### config.mk
export PLATFORM = sky130hd
export DESIGN_NAME = es24
export DESIGN_NICKNAME = d
export VERILOG_FILES = /design/src/rtl/es24.sv
export SDC_FILE = /design/constraint.sdc
export NUM_CORES = 1
export LEC_CHECK = 0
export ABC_AREA = 1
export CAP_MARGIN = 5
export CELL_PAD_IN_SITES_DETAIL_PLACEMENT = 2
export CELL_PAD_IN_SITES_GLOBAL_PLACEMENT = 2
export CORE_MARGIN = 2
export CORE_UTILIZATION = 33
export DETAILED_ROUTE_END_ITERATION = 10
export HOLD_SLACK_MARGIN = 0.02
export PLACE_DENSITY = 0.84
export SLEW_MARGIN = 25
export SYNTH_ARGS = -nofsm -noshare
export SYNTH_HDL_FRONTEND = slang
export SYNTH_SLANG_ARGS = --single-unit
### constraint.sdc
create_clock -name clk -period 3.7 [get_ports clk]
set_input_delay 0.555 -clock clk [delete_from_list [all_inputs] [get_ports clk]]
set_output_delay 0.555 -clock clk [all_outputs]
set_load 0.1 [all_outputs]
### src/rtl/es24.sv
// es24: twelve-digit decimal tabulator counter with add/subtract counting, carry phase and biquinary readout.
// Optional build macro ES24_END_AROUND_CARRY_EN adds end-around carry for true nines-complement subtraction.
module es24 (
    input  logic        clk,
    input  logic        reset,
    input  logic        aufnahme1,
    input  logic        aufnahme2,
    input  logic        umkehr1,
    input  logic        umkehr2,
    input  logic        minus1,
    input  logic        minus2,
    input  logic        loeschen,
    input  logic        zaehleranalyse,
    input  logic [12:0] timing,
    input  logic [12:1] digit_input,
    output logic [0:5]  ziffer_biqui1,
    output logic [0:5]  ziffer_biqui2,
    output logic [0:5]  ziffer_biqui3,
    output logic [0:5]  ziffer_biqui4,
    output logic [0:5]  ziffer_biqui5,
    output logic [0:5]  ziffer_biqui6,
    output logic [0:5]  ziffer_biqui7,
    output logic [0:5]  ziffer_biqui8,
    output logic [0:5]  ziffer_biqui9,
    output logic [0:5]  ziffer_biqui10,
    output logic [0:5]  ziffer_biqui11,
    output logic [0:5]  ziffer_biqui12,
    output logic        zaehleranalyse_out
);

    logic [3:0]  dig_q [1:12];
    logic [3:0]  dig_d [1:12];
    logic [0:5]  biq_q [1:12];
    logic [12:1] en_q, en_d, cy_q, cy_d;
    logic [12:0] timing_q, edge_w;
    logic        loeschen_q, clr_edge;
    logic        arm_add_q, arm_add_d, arm_sub_q, arm_sub_d;
    logic        minus_seen_q, minus_seen_d;
    logic        mode_add_q, mode_add_d, mode_sub_q, mode_sub_d;
    logic        unused_row10;
`ifdef ES24_END_AROUND_CARRY_EN
    logic        pend_q, pend_d;
`endif

    function automatic logic [0:5] biq(input logic [3:0] v);
        case (v)
            4'd0: biq = 6'b100000;
            4'd1: biq = 6'b010000;
            4'd2: biq = 6'b001000;
            4'd3: biq = 6'b000100;
            4'd4: biq = 6'b000010;
            4'd5: biq = 6'b100001;
            4'd6: biq = 6'b010001;
            4'd7: biq = 6'b001001;
            4'd8: biq = 6'b000101;
            4'd9: biq = 6'b000011;
            default: biq = 6'b000000;
        endcase
    endfunction

    assign edge_w       = timing & ~timing_q;
    assign clr_edge     = loeschen & ~loeschen_q;
    assign unused_row10 = edge_w[10];

    always_comb begin
        logic c, prev_cy, cnt_add, cnt_sub, cout;
        dig_d      = dig_q;
        en_d       = en_q;
        cy_d       = cy_q;
        mode_add_d = mode_add_q;
        mode_sub_d = mode_sub_q;
        c          = 1'b0;
        prev_cy    = 1'b0;
        cout       = 1'b0;
        cnt_add    = edge_w[9] ? arm_add_q : mode_add_q;
        cnt_sub    = edge_w[9] ? arm_sub_q : mode_sub_q;
`ifdef ES24_END_AROUND_CARRY_EN
        pend_d     = pend_q;
`endif
        if (clr_edge) begin
            dig_d      = '{default: '0};
            en_d       = '0;
            cy_d       = '0;
            mode_add_d = 1'b0;
            mode_sub_d = 1'b0;
`ifdef ES24_END_AROUND_CARRY_EN
            pend_d     = 1'b0;
`endif
        end else if (edge_w[11]) begin
            // a digit that wrapped during counting is at most 8, so flag and ripple never coincide
            for (int unsigned k = 1; k <= 12; k++) begin
                c = c | prev_cy;
                prev_cy = cy_q[k];
                if (c) begin
                    if (dig_q[k] == 4'd9) dig_d[k] = '0;
                    else begin
                        dig_d[k] = dig_q[k] + 4'd1;
                        c = 1'b0;
                    end
                end
            end
            cout = c | cy_q[12];
`ifdef ES24_END_AROUND_CARRY_EN
            pend_d = cout & mode_sub_q;
`endif
            en_d = '0;
            cy_d = '0;
`ifdef ES24_END_AROUND_CARRY_EN
        end else if (pend_q) begin
            c = 1'b1;
            for (int unsigned k = 1; k <= 12; k++) begin
                if (c) begin
                    if (dig_q[k] == 4'd9) dig_d[k] = '0;
                    else begin
                        dig_d[k] = dig_q[k] + 4'd1;
                        c = 1'b0;
                    end
                end
            end
            pend_d = 1'b0;
`endif
        end else if (|edge_w[9:0]) begin
            if (edge_w[9]) begin
                mode_add_d = arm_add_q;
                mode_sub_d = arm_sub_q;
            end
            if (cnt_add | cnt_sub) begin
                if (cnt_sub) begin
                    if (edge_w[9]) en_d = '1;
                    en_d = en_d & ~digit_input;
                end
                // subtract skips the row-0 step so an unpunched column adds 9, not 10
                if (!(cnt_sub && edge_w[0])) begin
                    for (int unsigned k = 1; k <= 12; k++) begin
                        if (en_d[k]) begin
                            if (dig_q[k] == 4'd9) begin
                                dig_d[k] = '0;
                                cy_d[k]  = 1'b1;
                            end else begin
                                dig_d[k] = dig_q[k] + 4'd1;
                            end
                        end
                    end
                end
                if (!cnt_sub) en_d = en_d | digit_input;
                if (edge_w[0]) en_d = '0;
            end
        end
    end

    always_comb begin
        arm_add_d    = arm_add_q;
        arm_sub_d    = arm_sub_q;
        minus_seen_d = minus_seen_q | (minus1 & minus2);
        if (edge_w[12]) begin
            arm_add_d    = aufnahme1 & aufnahme2;
            arm_sub_d    = (umkehr1 & umkehr2) ^ minus_seen_q;
            minus_seen_d = 1'b0;
        end
    end

    always_ff @(posedge clk) begin
        if (reset) begin
            timing_q     <= '0;
            loeschen_q   <= 1'b0;
            dig_q        <= '{default: '0};
            biq_q        <= '{default: 6'b100000};
            en_q         <= '0;
            cy_q         <= '0;
            arm_add_q    <= 1'b0;
            arm_sub_q    <= 1'b0;
            minus_seen_q <= 1'b0;
            mode_add_q   <= 1'b0;
            mode_sub_q   <= 1'b0;
`ifdef ES24_END_AROUND_CARRY_EN
            pend_q       <= 1'b0;
`endif
        end else begin
            timing_q     <= timing;
            loeschen_q   <= loeschen;
            dig_q        <= dig_d;
            for (int unsigned k = 1; k <= 12; k++) biq_q[k] <= biq(dig_q[k]);
            en_q         <= en_d;
            cy_q         <= cy_d;
            arm_add_q    <= arm_add_d;
            arm_sub_q    <= arm_sub_d;
            minus_seen_q <= minus_seen_d;
            mode_add_q   <= mode_add_d;
            mode_sub_q   <= mode_sub_d;
`ifdef ES24_END_AROUND_CARRY_EN
            pend_q       <= pend_d;
`endif
        end
    end

    assign ziffer_biqui1      = biq_q[1];
    assign ziffer_biqui2      = biq_q[2];
    assign ziffer_biqui3      = biq_q[3];
    assign ziffer_biqui4      = biq_q[4];
    assign ziffer_biqui5      = biq_q[5];
    assign ziffer_biqui6      = biq_q[6];
    assign ziffer_biqui7      = biq_q[7];
    assign ziffer_biqui8      = biq_q[8];
    assign ziffer_biqui9      = biq_q[9];
    assign ziffer_biqui10     = biq_q[10];
    assign ziffer_biqui11     = biq_q[11];
    assign ziffer_biqui12     = biq_q[12];
    assign zaehleranalyse_out = zaehleranalyse & (dig_q[12] == 4'd9);

endmodule

==> reports/results.tsv <==
stage	metric	value	unit
sta	RSZ-0062 raised after global routing	false	
drt	Routed Antenna Nets	0	
drt	Vias	6856	
logic_synthesis	synthesized area	0.00692	mm²
pwr	PwrDens	485	mW/mm²
sta	final clock skew	9.12	ps
logic_synthesis	Ys Warns	0	
drt	met1 wire length	10600	µm
critical_path	R2R Path End	dig_q[18]	
logic_synthesis	top cells by area, synth	dfxtp_1, nand2_1, nor2_1, a21oi_1, inv_1	
finish	Antenna diodes	0	
floorplanning	Die Y-Extent	149	µm
logic_synthesis	Async SR Flop Fraction	0	%
pwr	switch share	25.4	%
place	DP Area	0.00833	mm²
cts	CTS sink count	161	
global_routing	GRT Util Overall	22.3	%
pwr	VDD IR max	0.290	mV
cts	H-Tree Depth	4	
sta	WHS	467	ps
place	gpl congestion	0.779	
place	input/output buffers	106	
sta	# setup viols final	0	
floorplanning	FP Rows	52	
hold_path	Worst Min Path Start	cy_q[7]	
global_routing	initial antenna violation count	0	
sta	relative slew slack	33.0	%
logic_synthesis	number of flops mapped to enable cells by yosys	0	
finish	share of layout cells above drive strength 1	7.60	%
hold_path	hold depth	2	
logic_synthesis	area leader, netlist	dfxtp_1	
cts	hold-fix buffers at CTS	0	
critical_path	crit end category	register	
pwr	Flop pwr share	41.3	%
critical_path	CP Launch Point	timing[0]	
floorplanning	Initial Util	33.9	%
critical_path	CP Class	in2reg	
critical_path	Setup crit start kind	input port	
finish	area grow syn2layout	30.3	%
run	max_cap viols	0	
cts	Longest Clk Path Bufs	2	
hold_path	Hold Crit Class	reg2reg	
drt	wire per inst	17.5	µm
critical_path	Critical Path Sink	dig_q[18]	
sta	setup TNS	0	ps
drt	Via density	5.08	
logic_synthesis	Avg Inst Size Synth	7.28	µm²
status	status	completed	
cts	Skew-Pair Late Insertion Delay	440	ps
sta	Max Clock Freq	326	MHz
critical_path	worst reg2reg path startpoint	timing_q[0]	
logic_synthesis	Syn Nets	998	
sta	Tmin final	3070	ps
critical_path	WP data required	4010	ps
cts	Root Buffer	clkbuf_16	
finish	final instance area	0.00902	mm²
sta	Slew Viols, Final	0	
logic_synthesis	dominant synthesized flop cell	dfxtp_1	
critical_path	FF-to-FF path depth	12	
floorplanning	Core Area	0.0204	mm²
cts	CTS tree	built	
place	DP HPWL	15600	µm
logic_synthesis	Synth top area share	46.6	%
drt	met2 WL	12000	µm
logic_synthesis	Seq cells post-synth	161	
cts	# resized after CTS	0	
logic_synthesis	post-synthesis sequential area ratio	46.6	%
pwr	P_int	3.26	mW
floorplanning	die area	0.0221	mm²
global_routing	first-pass GRT wire length	39200	µm
floorplanning	Die Wd	149	µm
sta	Worst-Margin Slew	1000	ps
critical_path	crit path DAT	3380	ps
global_routing	largest net degree at the start of global routing	53	
cts	Clock Pin Slew Worst Setup and Hold Paths	60	ps
critical_path	R2R setup slack	960	ps
floorplanning	# IOs	108	
sta	Final Cycle Share	83.0	%
pwr	Psw	1.11	mW
cts	post-CTS setup buffers	0	
sta	Hold Violations, Final	0	
logic_synthesis	Cell variety after synth	37	
drt	TritonRoute pass-1 iters	4	
logic_synthesis	post-synthesis cell count	951	
drt	DRC violations left	0	
finish	Nets	1114	
pwr	Comb pwr share	10.8	%
pwr	clock power share	47.9	%
pwr	Leak	3.53	nW
drt	Max Used Layer	met4	
global_routing	number of global-route vias before repair	7471	
critical_path	CP max FO	13	
cts	total CTS buffers	17	
drt	Post-Route WL	23700	µm
global_routing	total grt overflow	0	
drt	Initial DRC Count	181	
drt	WL met3	794	µm
## sequential cells by signal, summed over array words and instances, names as in the netlist
name	flops
ziffer_biqui8	6
ziffer_biqui2	6
ziffer_biqui6	6
dig_q	48
ziffer_biqui7	6
arm_sub_q	1
en_q	12
ziffer_biqui12	6
arm_add_q	1
ziffer_biqui3	6
ziffer_biqui9	6
ziffer_biqui11	6
ziffer_biqui10	6
mode_sub_q	1
mode_add_q	1
ziffer_biqui1	6
minus_seen_q	1
ziffer_biqui4	6
timing_q	12
cy_q	11
loeschen_q	1
ziffer_biqui5	6
## how the worst min path moves through the flow
stage,endpoint
final,cy_q[7]
after global routing,en_q[11]
after CTS,cy_q[2]
after detailed placement,cy_q[7]
after global placement,cy_q[5]
after floorplan,cy_q[2]
## cell usage after synthesis, types with 3 or more instances
library cell and instances:
o21ai_1 13, nand2_2 8, a22oi_1 5, nand3_1 60
nand2_1 152, inv_2 20, a21oi_1 102, buf_1 3
o211ai_1 13, clkbuf_1 17, a211oi_1 20, inv_1 118
ha_1 12, o21a_1 6, o21ai_0 39, o22ai_1 7
nor2_1 139, dfxtp_1 161, a31oi_1 8, nor3b_1 6
nor3_1 18
## stage by stage
stage          power [mW]  cells  worst slack (ps)  util (%)
6_report             4.37   1349               630      44.2
3_5_place_dp         2.31   1318               370      40.8
5_1_grt              4.53   1349               380      44.2
4_1_cts              4.41   1349               654      44.2
3_3_place_gp         2.30   1318               485      40.8
2_1_floorplan        2.15    951              1180         -
## layer usage
layer	vias up	track usage, %
met4	0	6.14
met3	21	3.79
li1	3344	-
met2	102	40.2
met1	3389	27.5
met5	-	0
## cell usage in the layout, fill, tap and decap left out, types with 17 or more instances in the layout
master / n
a211oi_1: 20
a21oi_1: 102
clkbuf_16: 17
clkdlybuf4s50_1: 104
dfxtp_1: 161
inv_1: 118
inv_2: 20
nand2_1: 152
nand3_1: 60
nor2_1: 139
nor3_1: 18
o21ai_0: 38
## worst max-delay path: stages
cell and delay (ps):
clkdlybuf4s50_1 470, inv_2 50, nor2_1 300, inv_2 80, o21ai_1 90, nor4_1 80
o211ai_1 180, nand2_1 170, a21oi_2 530, nand3_1 140, nand2_1 280, inv_2 120
o21ai_1 240, a211oi_1 90
## power groups by stage
stage	sequential, mW	combinational [mW]	clock (mW)
floorplan	1.95	0.196	0
global placement	1.84	0.456	0
detailed placement	1.84	0.467	0
CTS	1.81	0.478	2.12
global route	1.81	0.516	2.20
finish	1.81	0.473	2.09
## final cells by class
type / instances / area (µm²)
Tap cell: 270 / 338
Fill cell: 2345 / 11400
Multi-Input combinational cell: 629 / 3100
Clock inverter: 9 / 200
Sequential cell: 161 / 3220
Inverter: 140 / 526
Timing Repair Buffer: 118 / 1140
Clock buffer: 22 / 494
## kinds of logic (layout without fill, tap and decap cells)
family                     after synthesis  in the layout  synth area share, %
AOI/OAI and AO/OA                      221            221                 18.2
xor gates and xnor gates                 2              2                0.253
adders and majority gates               12             12                 2.17
buffers and inverters                  161            289                 8.75
DFF                                    161            161                 46.6
muxes                                    1              1                0.145
and+or+nand+nor                        393            393                 23.9
Note: power is estimated with default switching activity, not from simulation.
